`config.mk`:
```
export PLATFORM = sky130hd
export DESIGN_NAME = seg_frame_driver
export DESIGN_NICKNAME = d
export VERILOG_FILES = /design/src/rtl/seg_pkg.sv /design/src/rtl/bin2bcd_seq.sv /design/src/rtl/seg_frame_driver.sv
export SDC_FILE = /design/constraint.sdc
export NUM_CORES = 1
export LEC_CHECK = 0
export CORE_MARGIN = 4
export CORE_UTILIZATION = 40
export CTS_CLUSTER_SIZE = 12
export DETAILED_ROUTE_END_ITERATION = 12
export PLACE_DENSITY_LB_ADDON = 0.25
export REMOVE_ABC_BUFFERS = 1
export SLEW_MARGIN = 20
export SYNTH_ARGS = -nofsm -noshare
export SYNTH_HDL_FRONTEND = slang
export SYNTH_SLANG_ARGS = --single-unit
```
`constraint.sdc`:
```
create_clock -name clk -period 6.7 [get_ports clk]
set_input_delay 0.67 -clock clk [delete_from_list [all_inputs] [get_ports clk]]
set_output_delay 0.67 -clock clk [all_outputs]
set_load 0.03 [all_outputs]
```
`src/rtl/seg_pkg.sv`:
```
// Shared glyph table, FSM state encoding and BCD sizing helper for the display path.
// No logic here; latency and backpressure are properties of the modules that import it.
// Glyph bytes are {dp,g,f,e,d,c,b,a}, active high, dp never lit.
package seg_pkg;

    // Index n holds the glyph for hex digit n (0-9, A-F).
    localparam logic [15:0][7:0] GLYPH_HEX = {
        8'h71, 8'h79, 8'h5E, 8'h39, 8'h7C, 8'h77,
        8'h6F, 8'h7F, 8'h07, 8'h7D, 8'h6D, 8'h66, 8'h4F, 8'h5B, 8'h06, 8'h3F
    };
    localparam logic [7:0] GLYPH_MINUS = 8'h40;
    localparam logic [7:0] GLYPH_R     = 8'h50;
    localparam logic [7:0] GLYPH_E     = 8'h79;
    localparam logic [7:0] GLYPH_BLANK = 8'h00;

    typedef enum logic [2:0] {
        ST_IDLE,
        ST_CONVERT,
        ST_ENCODE,
        ST_SHIFT,
        ST_LATCH
    } state_e;

    // ceil(width * log10(2)) in integer arithmetic: decimal digits of 2^width-1.
    function automatic int bcd_digits(input int width);
        return (width * 30103 + 99999) / 100000;
    endfunction

endpackage

```
`src/rtl/bin2bcd_seq.sv`:
```
// Sequential double-dabble: binary magnitude to packed BCD, one input bit per cycle.
// Latency: DATA_WIDTH cycles after start_i; done_o marks the cycle whose edge writes the final digit.
// Backpressure: none; a start_i restarts the conversion unconditionally.
module bin2bcd_seq
    import seg_pkg::*;
#(
    parameter int DATA_WIDTH = 16,
    parameter int BCD_DIGITS = bcd_digits(DATA_WIDTH)
) (
    input  logic                    clk,
    input  logic                    rst_n,
    input  logic                    start_i,
    input  logic [DATA_WIDTH-1:0]   bin_i,
    output logic                    done_o,
    output logic [4*BCD_DIGITS-1:0] bcd_o
);

    localparam int CNT_W = $clog2(DATA_WIDTH + 1);
    localparam int BCD_W = 4 * BCD_DIGITS;

    logic [DATA_WIDTH-1:0] sh_q, sh_d;
    logic [BCD_W-1:0]      bcd_q, bcd_d, adj;
    logic [CNT_W-1:0]      cnt_q, cnt_d;

    always_comb begin
        adj = bcd_q;
        for (int i = 0; i < BCD_DIGITS; i++) begin
            if (bcd_q[4*i +: 4] >= 4'd5) begin
                adj[4*i +: 4] = bcd_q[4*i +: 4] + 4'd3;
            end
        end
    end

    always_comb begin
        sh_d  = sh_q;
        bcd_d = bcd_q;
        cnt_d = cnt_q;
        if (start_i) begin
            sh_d  = bin_i;
            bcd_d = '0;
            cnt_d = CNT_W'(DATA_WIDTH);
        end else if (cnt_q != '0) begin
            bcd_d = {adj[BCD_W-2:0], sh_q[DATA_WIDTH-1]};
            sh_d  = {sh_q[DATA_WIDTH-2:0], 1'b0};
            cnt_d = cnt_q - CNT_W'(1);
        end
    end

    always_ff @(posedge clk or negedge rst_n) begin
        if (!rst_n) begin
            sh_q  <= '0;
            bcd_q <= '0;
            cnt_q <= '0;
        end else begin
            sh_q  <= sh_d;
            bcd_q <= bcd_d;
            cnt_q <= cnt_d;
        end
    end

    assign done_o = (cnt_q == CNT_W'(1));
    assign bcd_o  = bcd_q;

endmodule

```
`src/rtl/seg_frame_driver.sv`:
```
// Converts a result to a 7-segment frame and shifts it into a 74HC595-style chain, then latches.
// Latency: (decimal ? DATA_WIDTH : 0) + 1 + 16*SR_CLK_DIV*NUM_DIGITS + SR_CLK_DIV cycles accept-to-ready.
// Backpressure: o_ready is high only in IDLE; i_valid is ignored while busy, nothing is queued.
module seg_frame_driver
    import seg_pkg::*;
#(
    parameter int DATA_WIDTH = 16,
    parameter int NUM_DIGITS = 5,
    parameter int SR_CLK_DIV = 2
) (
    input  logic                  clk,
    input  logic                  rst_n,
    input  logic [DATA_WIDTH-1:0] i_data,
    input  logic                  i_data_is_neg,
    input  logic                  i_error,
    input  logic                  i_hex_mode,
    input  logic                  i_valid,
    output logic                  o_ready,
    output logic                  o_sr_data,
    output logic                  o_sr_clk,
    output logic                  o_sr_latch
);

    localparam int BCDD  = bcd_digits(DATA_WIDTH);
    localparam int HEXD  = DATA_WIDTH / 4;
    localparam int MAXS  = (BCDD > HEXD) ? BCDD : HEXD;
    // Source digit vector is at least as wide as the display so every position indexes in range.
    localparam int SRCD  = (MAXS > NUM_DIGITS) ? MAXS : NUM_DIGITS;
    localparam int NBITS = 8 * NUM_DIGITS;
    localparam int PH_W  = $clog2(2 * SR_CLK_DIV);
    localparam int BIT_W = $clog2(NBITS);

    state_e                state_q, state_d;
    logic [DATA_WIDTH-1:0] data_q, data_d;
    logic                  neg_q, neg_d, err_q, err_d, hex_q, hex_d;
    logic [NBITS-1:0]      frame_q, frame_d, enc_frame;
    logic [PH_W-1:0]       ph_q, ph_d;
    logic [BIT_W-1:0]      bit_q, bit_d;
    logic                  conv_start, conv_done;
    logic [4*BCDD-1:0]     bcd;
    logic [4*SRCD-1:0]     src;
    int                    sig;

    assign conv_start = (state_q == ST_IDLE) && i_valid && !i_hex_mode;

    bin2bcd_seq #(
        .DATA_WIDTH (DATA_WIDTH),
        .BCD_DIGITS (BCDD)
    ) u_bin2bcd (
        .clk     (clk),
        .rst_n   (rst_n),
        .start_i (conv_start),
        .bin_i   (i_data),
        .done_o  (conv_done),
        .bcd_o   (bcd)
    );

    // Right-aligned, leading-zero-blanked frame; position 0 is the rightmost digit.
    always_comb begin
        src       = hex_q ? (4*SRCD)'(data_q) : (4*SRCD)'(bcd);
        sig       = 1;
        enc_frame = '0;
        for (int i = 0; i < SRCD; i++) begin
            if (src[4*i +: 4] != 4'd0) sig = i + 1;
        end
        if (err_q || (sig + int'(neg_q)) > NUM_DIGITS) begin
            enc_frame[23:0] = {GLYPH_E, GLYPH_R, GLYPH_R};
        end else begin
            for (int p = 0; p < NUM_DIGITS; p++) begin
                if (p < sig) begin
                    enc_frame[8*p +: 8] = GLYPH_HEX[src[4*p +: 4]];
                end else if (neg_q && p == sig) begin
                    enc_frame[8*p +: 8] = GLYPH_MINUS;
                end else begin
                    enc_frame[8*p +: 8] = GLYPH_BLANK;
                end
            end
        end
    end

    always_comb begin
        state_d = state_q;
        data_d  = data_q;
        neg_d   = neg_q;
        err_d   = err_q;
        hex_d   = hex_q;
        frame_d = frame_q;
        ph_d    = ph_q;
        bit_d   = bit_q;
        case (state_q)
            ST_IDLE: begin
                if (i_valid) begin
                    data_d  = i_data;
                    neg_d   = i_data_is_neg;
                    err_d   = i_error;
                    hex_d   = i_hex_mode;
                    state_d = i_hex_mode ? ST_ENCODE : ST_CONVERT;
                end
            end
            ST_CONVERT: begin
                if (conv_done) state_d = ST_ENCODE;
            end
            ST_ENCODE: begin
                frame_d = enc_frame;
                ph_d    = '0;
                bit_d   = '0;
                state_d = ST_SHIFT;
            end
            ST_SHIFT: begin
                if (ph_q == PH_W'(2*SR_CLK_DIV - 1)) begin
                    ph_d    = '0;
                    frame_d = {frame_q[NBITS-2:0], 1'b0};
                    if (bit_q == BIT_W'(NBITS - 1)) begin
                        bit_d   = '0;
                        state_d = ST_LATCH;
                    end else begin
                        bit_d = bit_q + BIT_W'(1);
                    end
                end else begin
                    ph_d = ph_q + PH_W'(1);
                end
            end
            ST_LATCH: begin
                if (ph_q == PH_W'(SR_CLK_DIV - 1)) begin
                    ph_d    = '0;
                    state_d = ST_IDLE;
                end else begin
                    ph_d = ph_q + PH_W'(1);
                end
            end
            default: state_d = ST_IDLE;
        endcase
    end

    always_ff @(posedge clk or negedge rst_n) begin
        if (!rst_n) begin
            state_q <= ST_IDLE;
            data_q  <= '0;
            neg_q   <= 1'b0;
            err_q   <= 1'b0;
            hex_q   <= 1'b0;
            frame_q <= '0;
            ph_q    <= '0;
            bit_q   <= '0;
        end else begin
            state_q <= state_d;
            data_q  <= data_d;
            neg_q   <= neg_d;
            err_q   <= err_d;
            hex_q   <= hex_d;
            frame_q <= frame_d;
            ph_q    <= ph_d;
            bit_q   <= bit_d;
        end
    end

    // Outputs decode straight from flops so an async reset clears them at once.
    assign o_ready    = (state_q == ST_IDLE);
    assign o_sr_data  = (state_q == ST_SHIFT) && frame_q[NBITS-1];
    assign o_sr_clk   = (state_q == ST_SHIFT) && (ph_q >= PH_W'(SR_CLK_DIV));
    assign o_sr_latch = (state_q == ST_LATCH);

endmodule

```
# --- Word level (Yosys, flattened, before mapping) ---
# Memory sizes are Yosys's and may differ from the RTL's.
# Cells that the tools add are included.
totals:
  register_bits: 111
  rom_bits: 640
  in_bits: 22
  out_inout_bits: 4
  memories: 5
mem_list:
  columns: ["memory", "depth", "word_bits", "rd", "rd_clocked_by_memory_dff", "wr", "line", "source"]
  rows:
  - ["(name not given)", 16, 8, 1, 0, 0, "seg_frame_driver.sv:71", "enc_frame[8*p +: 8] = GLYPH_HEX[src[4*p +: 4]];"]
  - ["(name not given)", 16, 8, 1, 0, 0, "seg_frame_driver.sv:71", null]
  - ["(name not given)", 16, 8, 1, 0, 0, "seg_frame_driver.sv:71", null]
  - ["(name not given)", 16, 8, 1, 0, 0, "seg_frame_driver.sv:71", null]
  - ["(name not given)", 16, 8, 1, 0, 0, "seg_frame_driver.sv:71", null]
classes:
  add_sub_neg: 9
  order_cmp: 17
  eq_ne: 17
  n_mux: 48
  reduce_logical: 24
op_table:
  columns: ["operator", "n"]
  rows:
  - ["$mux W8", 10]
  - ["$pmux W40 S2", 1]
  - ["$eq A3 B32 Y1 const A", 2]
  - ["$lt A3 B32 Y1 const A", 2]
  - ["$mux W32", 2]
  - ["$mux W20", 3]
  - ["$mux W16", 3]
  - ["$mux W40", 1]
  - ["$mux W7", 5]
  - ["$add A32 B2 Y32", 1]
  - ["$eq A2 B32 Y1 const A", 1]
  - ["$eq A4 B32 Y1 const A", 1]
  - ["$gt A32 B4 Y1 const B", 1]
  - ["$logic_not A32 Y1", 1]
  - ["$lt A1 B32 Y1 const A", 1]
  - ["$lt A2 B32 Y1 const A", 1]
  - ["$lt A4 B32 Y1 const A", 1]
  - ["$lt A4 B5 Y1 const B", 5]
  - ["$mux W24", 1]
  - ["$ge A4 B3 Y1 const B", 5]
  - ["$mux W3", 6]
  - ["$add A4 B2 Y4 const B", 4]
  - ["$mux W4", 4]
  - ["$reduce_bool A4 Y1", 4]
  - ["29 further kinds", 49]

# --- Logic depth before layout (Yosys ltp) ---
depth:
  word_depth: 12
  ltp_mapped: 13

# --- Modules after synthesis ---
# A second synthesis with hierarchy kept.
hier_totals:
  cells_unflattened: 722
  area_unflattened_um2: 7043.0
modules_own_cells:
  columns: ["mod", "instances", "cells_each", "area_per_inst_um2", "seq_area_each_um2"]
  rows:
  - ["seg_frame_driver", 1, 462, 4598.2, 1751.7]
  - ["bin2bcd_seq", 1, 260, 2444.8, 1026.0]

# --- Least setup slack after synthesis ---
# Ideal clock, no wire load.
synth_timing:
  kind: "register -> register"
  start: "register hex_q"
  end: "register frame_q[13]"
  arrival_ps: 2529
  slack_ps: 4075
  stages_incl_launch_ff: 13
  period_less_slack_ps: 2625
  cell_sequence: "dfrtp_1 buf_6 buf_6 buf_6 buf_6 buf_2 nand2b_1 ha_1 nand2b_1 o2111ai_1 nor2_1 o21ai_4 o31ai_1"
synth_between:
  elab_chain_cells: 11
  word_cells_on_any_way: 18
synth_rtl:
  columns: ["element", "line", "source"]
  rows:
  - ["from (decl)", "seg_frame_driver.sv:35", "logic neg_q, neg_d, err_q, err_d, hex_q, hex_d;"]
  - ["from (signal assigned)", "seg_frame_driver.sv:141", "hex_q <= 1'b0;"]
  - ["from (signal assigned)", "seg_frame_driver.sv:150", "hex_q <= hex_d;"]
  - ["$mux W20 *", "seg_frame_driver.sv:60", "src = hex_q ? (4*SRCD)'(data_q) : (4*SRCD)'(bcd);"]
  - ["$reduce_bool A4 Y1", "seg_frame_driver.sv:64", "if (src[4*i +: 4] != 4'd0) sig = i + 1;"]
  - ["$mux W2 (2 in series)", "seg_frame_driver.sv:64", null]
  - ["$mux W32 (2 in series)", "seg_frame_driver.sv:64", null]
  - ["$add A32 B2 Y32", "seg_frame_driver.sv:66", "if (err_q || (sig + int'(neg_q)) > NUM_DIGITS) begin"]
  - ["$gt A32 B4 Y1", "seg_frame_driver.sv:66", null]
  - ["$logic_or A1 B1 Y1", "seg_frame_driver.sv:66", null]
  - ["$mux W24 *", "seg_frame_driver.sv:66", null]
  - ["$pmux W40 S2 *", "seg_frame_driver.sv:90", "case (state_q)"]
  - ["to (signal assigned)", "seg_frame_driver.sv:151", "frame_q <= frame_d;"]
  - ["to (decl)", "seg_frame_driver.sv:36", "logic [NBITS-1:0] frame_q, frame_d, enc_frame;"]
# Mark *: on every way between the ends. The rest lies on a longest branch, timed or not. The select of a mux whose other input is x is not followed.
# A chain may end at the register's enable or synchronous reset.

# --- Final worst setup path ---
layout_timing:
  start: "register hex_q"
  end: "register frame_q[36]"
layout_between:
  elab_chain_cells: 11
  word_cells_on_any_way: 18
layout_rtl:
  columns: ["element", "line"]
  rows:
  - ["$mux W20 *", "seg_frame_driver.sv:60"]
  - ["$reduce_bool A4 Y1", "seg_frame_driver.sv:64"]
  - ["$mux W2 (2 in series)", "seg_frame_driver.sv:64"]
  - ["$mux W32 (2 in series)", "seg_frame_driver.sv:64"]
  - ["$add A32 B2 Y32", "seg_frame_driver.sv:66"]
  - ["$gt A32 B4 Y1", "seg_frame_driver.sv:66"]
  - ["$logic_or A1 B1 Y1", "seg_frame_driver.sv:66"]
  - ["$mux W16 *", "seg_frame_driver.sv:66"]
  - ["$pmux W40 S2 *", "seg_frame_driver.sv:90"]
# Marks and branches as above.

==> reports/qor.yml <==
clock_tree:
  postCtsSetupRepairBufs: 0
  cts_tree: "yes"
  clock-sinks: 111
  clk_path_buf_depth: 2
  ctsResizeCount: 0
  cts_buffers: 9
  path_clk_slew_ns: 0.07
  ctsHtreeMaxLevel: 3
  ctsHoldBuffers: 0
  worstSkewPairLatency_ns: 0.36
  root_buffer: "clkbuf_16"
worst_setup_path:
  cpPeakStageDelay_ns: 1.02
  worstPathRequired_ns: 6.98
  arrival_ns: 3.34
  crit_path_cell_trace: "nand2b_1, ha_1, nand2b_1, o2111ai_1, nor2_1, nand2_1, o21ai_0"
  cp_slowest_cell: "dfrtp_2"
  critPathKind: "flop to flop"
  crit_fanout: 44
  cp_common_cell: "nand2b_1"
  critPathCaptureType: "flop"
  start_kind: "flop"
finish:
  layout.cells.non_filler: 949
  fin_area_um2: 7660
  area_delta_synth_final_pct: 10.7
  drive_above_1_share: 0.0974
  nNetsFinal: 791
  antenna_cells: 0
  nFillCells: 1603
detailed_routing:
  wire_per_inst_um: 16.4
  viasPerCell: 5.62
  route.detailed.drc: 0
  drt_iter0_drc: 355
  first_pass_iters: 5
  drt-total-wl_um: 15500
  vias: 5331
  ant_nets: 0
die:
  die_h_um: 140
  io-pin-count: 26
  dieArea_um2: 19500
  num_rows: 47
  initial_core_util: 0.413
  die_x_um: 140
  core_um2: 16800
yosys:
  yosys_warnings: 0
  syn_area_um2: 6920
  async_flop_share: 1.00
  synth_cell_types: 65
  syn_inst: 724
  synth_edf_count: 0
  synth_compound_area_frac: 0.201
  ys_seq_elements: 111
  synthSimpleGateAreaFrac: 0.137
  synth_xor_xnor_area_share: 0.0177
  synth_adder_area_share: 0.0796
  muxShareOfSynthArea: 0.117
  avgSynthCellArea_um2: 9.56
  ys.flop_type: "dfrtp_1"
  synth_top_family_by_area: "compound AO/OA/AOI/OAI gates"
  synth-seq-area-share: 0.402
timing:
  finClkSkew_ns: 0.00782
  slew_headroom: 0.295
  finalSetupTns_ns: 0
  tightest_slew_ns: 1.06
  fin_crit_sh: 0.458
  hold_viol: 0
  setup_viol: 0
  max_freq_mhz: 326
  rsz0062_at_grt: "no"
  slew_viol_final: 0
  fin_crit_ns: 3.07
  whs_ns: 0.325
place:
  placed_area_um2: 7290
  dp.final_hpwl_um: 11000
  place_inst: 934
  portBuffers: 25
  place.gp.congestion: 0.869
grt:
  gr-total-overflow: 0
  globalRouteTotalUtil: 0.163
  grt_pass1_vias: 5194
  antenna_found_initial: 0
  grt_start_max_net_pins: 59
  grt_pass1_wl_um: 26300
pwr:
  leakage_uw: 0.00332
  p_comb_frac: 0.021
  internal_power_uw: 1090
  p_sw_frac: 0.195
  vdd_ir_drop_max_mv: 0.115
  powerDensity_nw_per_um2: 177
  clkPwrFrac: 0.486
  power_switching_uw: 264
  p_seq_frac: 0.493
status:
  status: "completed"
job:
  drv_cap: 0
worst_hold_path:
  hold_class: "primary input to async pin"
## power by group through the flow
stage | sequential (uW) | combinational [uW] | clock, uW
finish | 669 | 28.1 | 660
floorplan | 683 | 0.639 | 0
detailed placement | 683 | 29.5 | 0
global route | 669 | 32.3 | 705
CTS | 669 | 29.8 | 674
global placement | 683 | 29.0 | 0
## critical path: cells and delay by family (launching register included)
family                     cells  cell delay [ns]
adders and majority gates      1             0.25
DFF                            1             1.02
and+or+nand+nor                4             1.24
AOI/OAI and AO/OA              2             0.47
## cells in the final DEF, fill, tap and decap left out, types with 3 or more instances in the layout
cell type / count
nand2b_1: 14
nand4_1: 5
nand2_1: 79
a211oi_1: 18
mux2_2: 27
inv_1: 33
nand3_1: 12
o211ai_1: 4
mux2i_1: 37
clkdlybuf4s50_1: 24
xnor2_1: 10
a22o_1: 7
clkbuf_16: 9
nor3_1: 14
nor2_1: 47
mux2i_4: 3
o22ai_1: 9
a21oi_1: 44
ha_1: 44
dfrtp_1: 110
a221o_1: 10
buf_4: 6
o21ai_1: 8
a22oi_1: 20
nor3b_1: 6
and2_1: 4
a32o_1: 3
a311oi_1: 4
o21ai_0: 56
and3_1: 4
xor2_1: 4
a31oi_1: 5
bufinv_16: 4
## final timing paths
| kind | endpoint | cells after the start | slack, ns | startpoint |
|---|---|---|---|---|
| max in group asynchronous | hex_q$_DFFE_PN0P_ | 2 | 5.15 | rst_n |
| hold / removal | u_bin2bcd.cnt_q[0]$_DFFE_PN0P_ | 1 | 0.32 | rst_n |
| min in group clk | frame_q[4]$_DFFE_PN0P_ | 2 | 0.49 | frame_q[4]$_DFFE_PN0P_ |
| hold reg to reg | frame_q[4]$_DFFE_PN0P_ | 2 | 0.49 | frame_q[4]$_DFFE_PN0P_ |
| setup / recovery | frame_q[36]$_DFFE_PN0P_ | 7 | 3.63 | hex_q$_DFFE_PN0P_ |
| setup reg to reg | frame_q[36]$_DFFE_PN0P_ | 7 | 3.63 | hex_q$_DFFE_PN0P_ |
## cell usage after synthesis, drive strengths merged, types with 13 or more instances
library cell	n	share of area
clkbuf	21	0.011
buf	19	0.017
a22oi	20	0.022
a211oi	18	0.020
mux2i	42	0.067
a21oi	44	0.032
o21ai	66	0.049
nand2b	14	0.013
mux2	28	0.046
dfrtp	111	0.40
inv	33	0.018
ha	44	0.080
nor3	15	0.012
nor2	48	0.026
nand2	79	0.043
nand3	13	0.011
## cell families after synthesis
group / count (synthesis)
xor+xnor: 14
simple gates: 199
fa+ha+maj: 44
buf+inv: 73
flops: 111
mux: 71
compound gates: 212
## metal layers
metal	wire (um)	track usage	up-vias
met5	0	0	-
met4	206	0.0494	0
met3	431	0.0274	11
met2	6920	0.246	84
met1	7980	0.240	2611
li1	-	-	2625
## layout make-up
| cell class | instances | area (um^2) | area share |
|---|---|---|---|
| clock buffer | 10 | 239 | 0.0312 |
| clock inverter | 5 | 129 | 0.0168 |
| inverter | 33 | 124 | 0.0162 |
| multi-input combinational | 540 | 3830 | 0.500 |
| sequential | 111 | 2780 | 0.363 |
| tap | 220 | 275 | 0.0359 |
| timing repair buffer | 30 | 285 | 0.0373 |
## per-stage QoR
step                      power, uW  worst slack (ns)   util
after floorplan                 683              2.86      -
after global placement          712              3.75  0.435
after detailed placement        712              3.65  0.435
after CTS                      1370              3.63  0.457
after global routing           1410              3.33  0.457
final                          1360              3.63  0.457
## flip-flops by register name, indices dropped and copies added, names as in the netlist
| signal | cells |
|---|---|
| err_q | 1 |
| u_bin2bcd.bcd_o | 20 |
| neg_q | 1 |
| data_q | 16 |
| bit_q | 6 |
| hex_q | 1 |
| u_bin2bcd.sh_q | 16 |
| ph_q | 2 |
| frame_q | 40 |
| u_bin2bcd.cnt_q | 5 |
| state_q | 3 |
(Power assumes the default switching activity.)
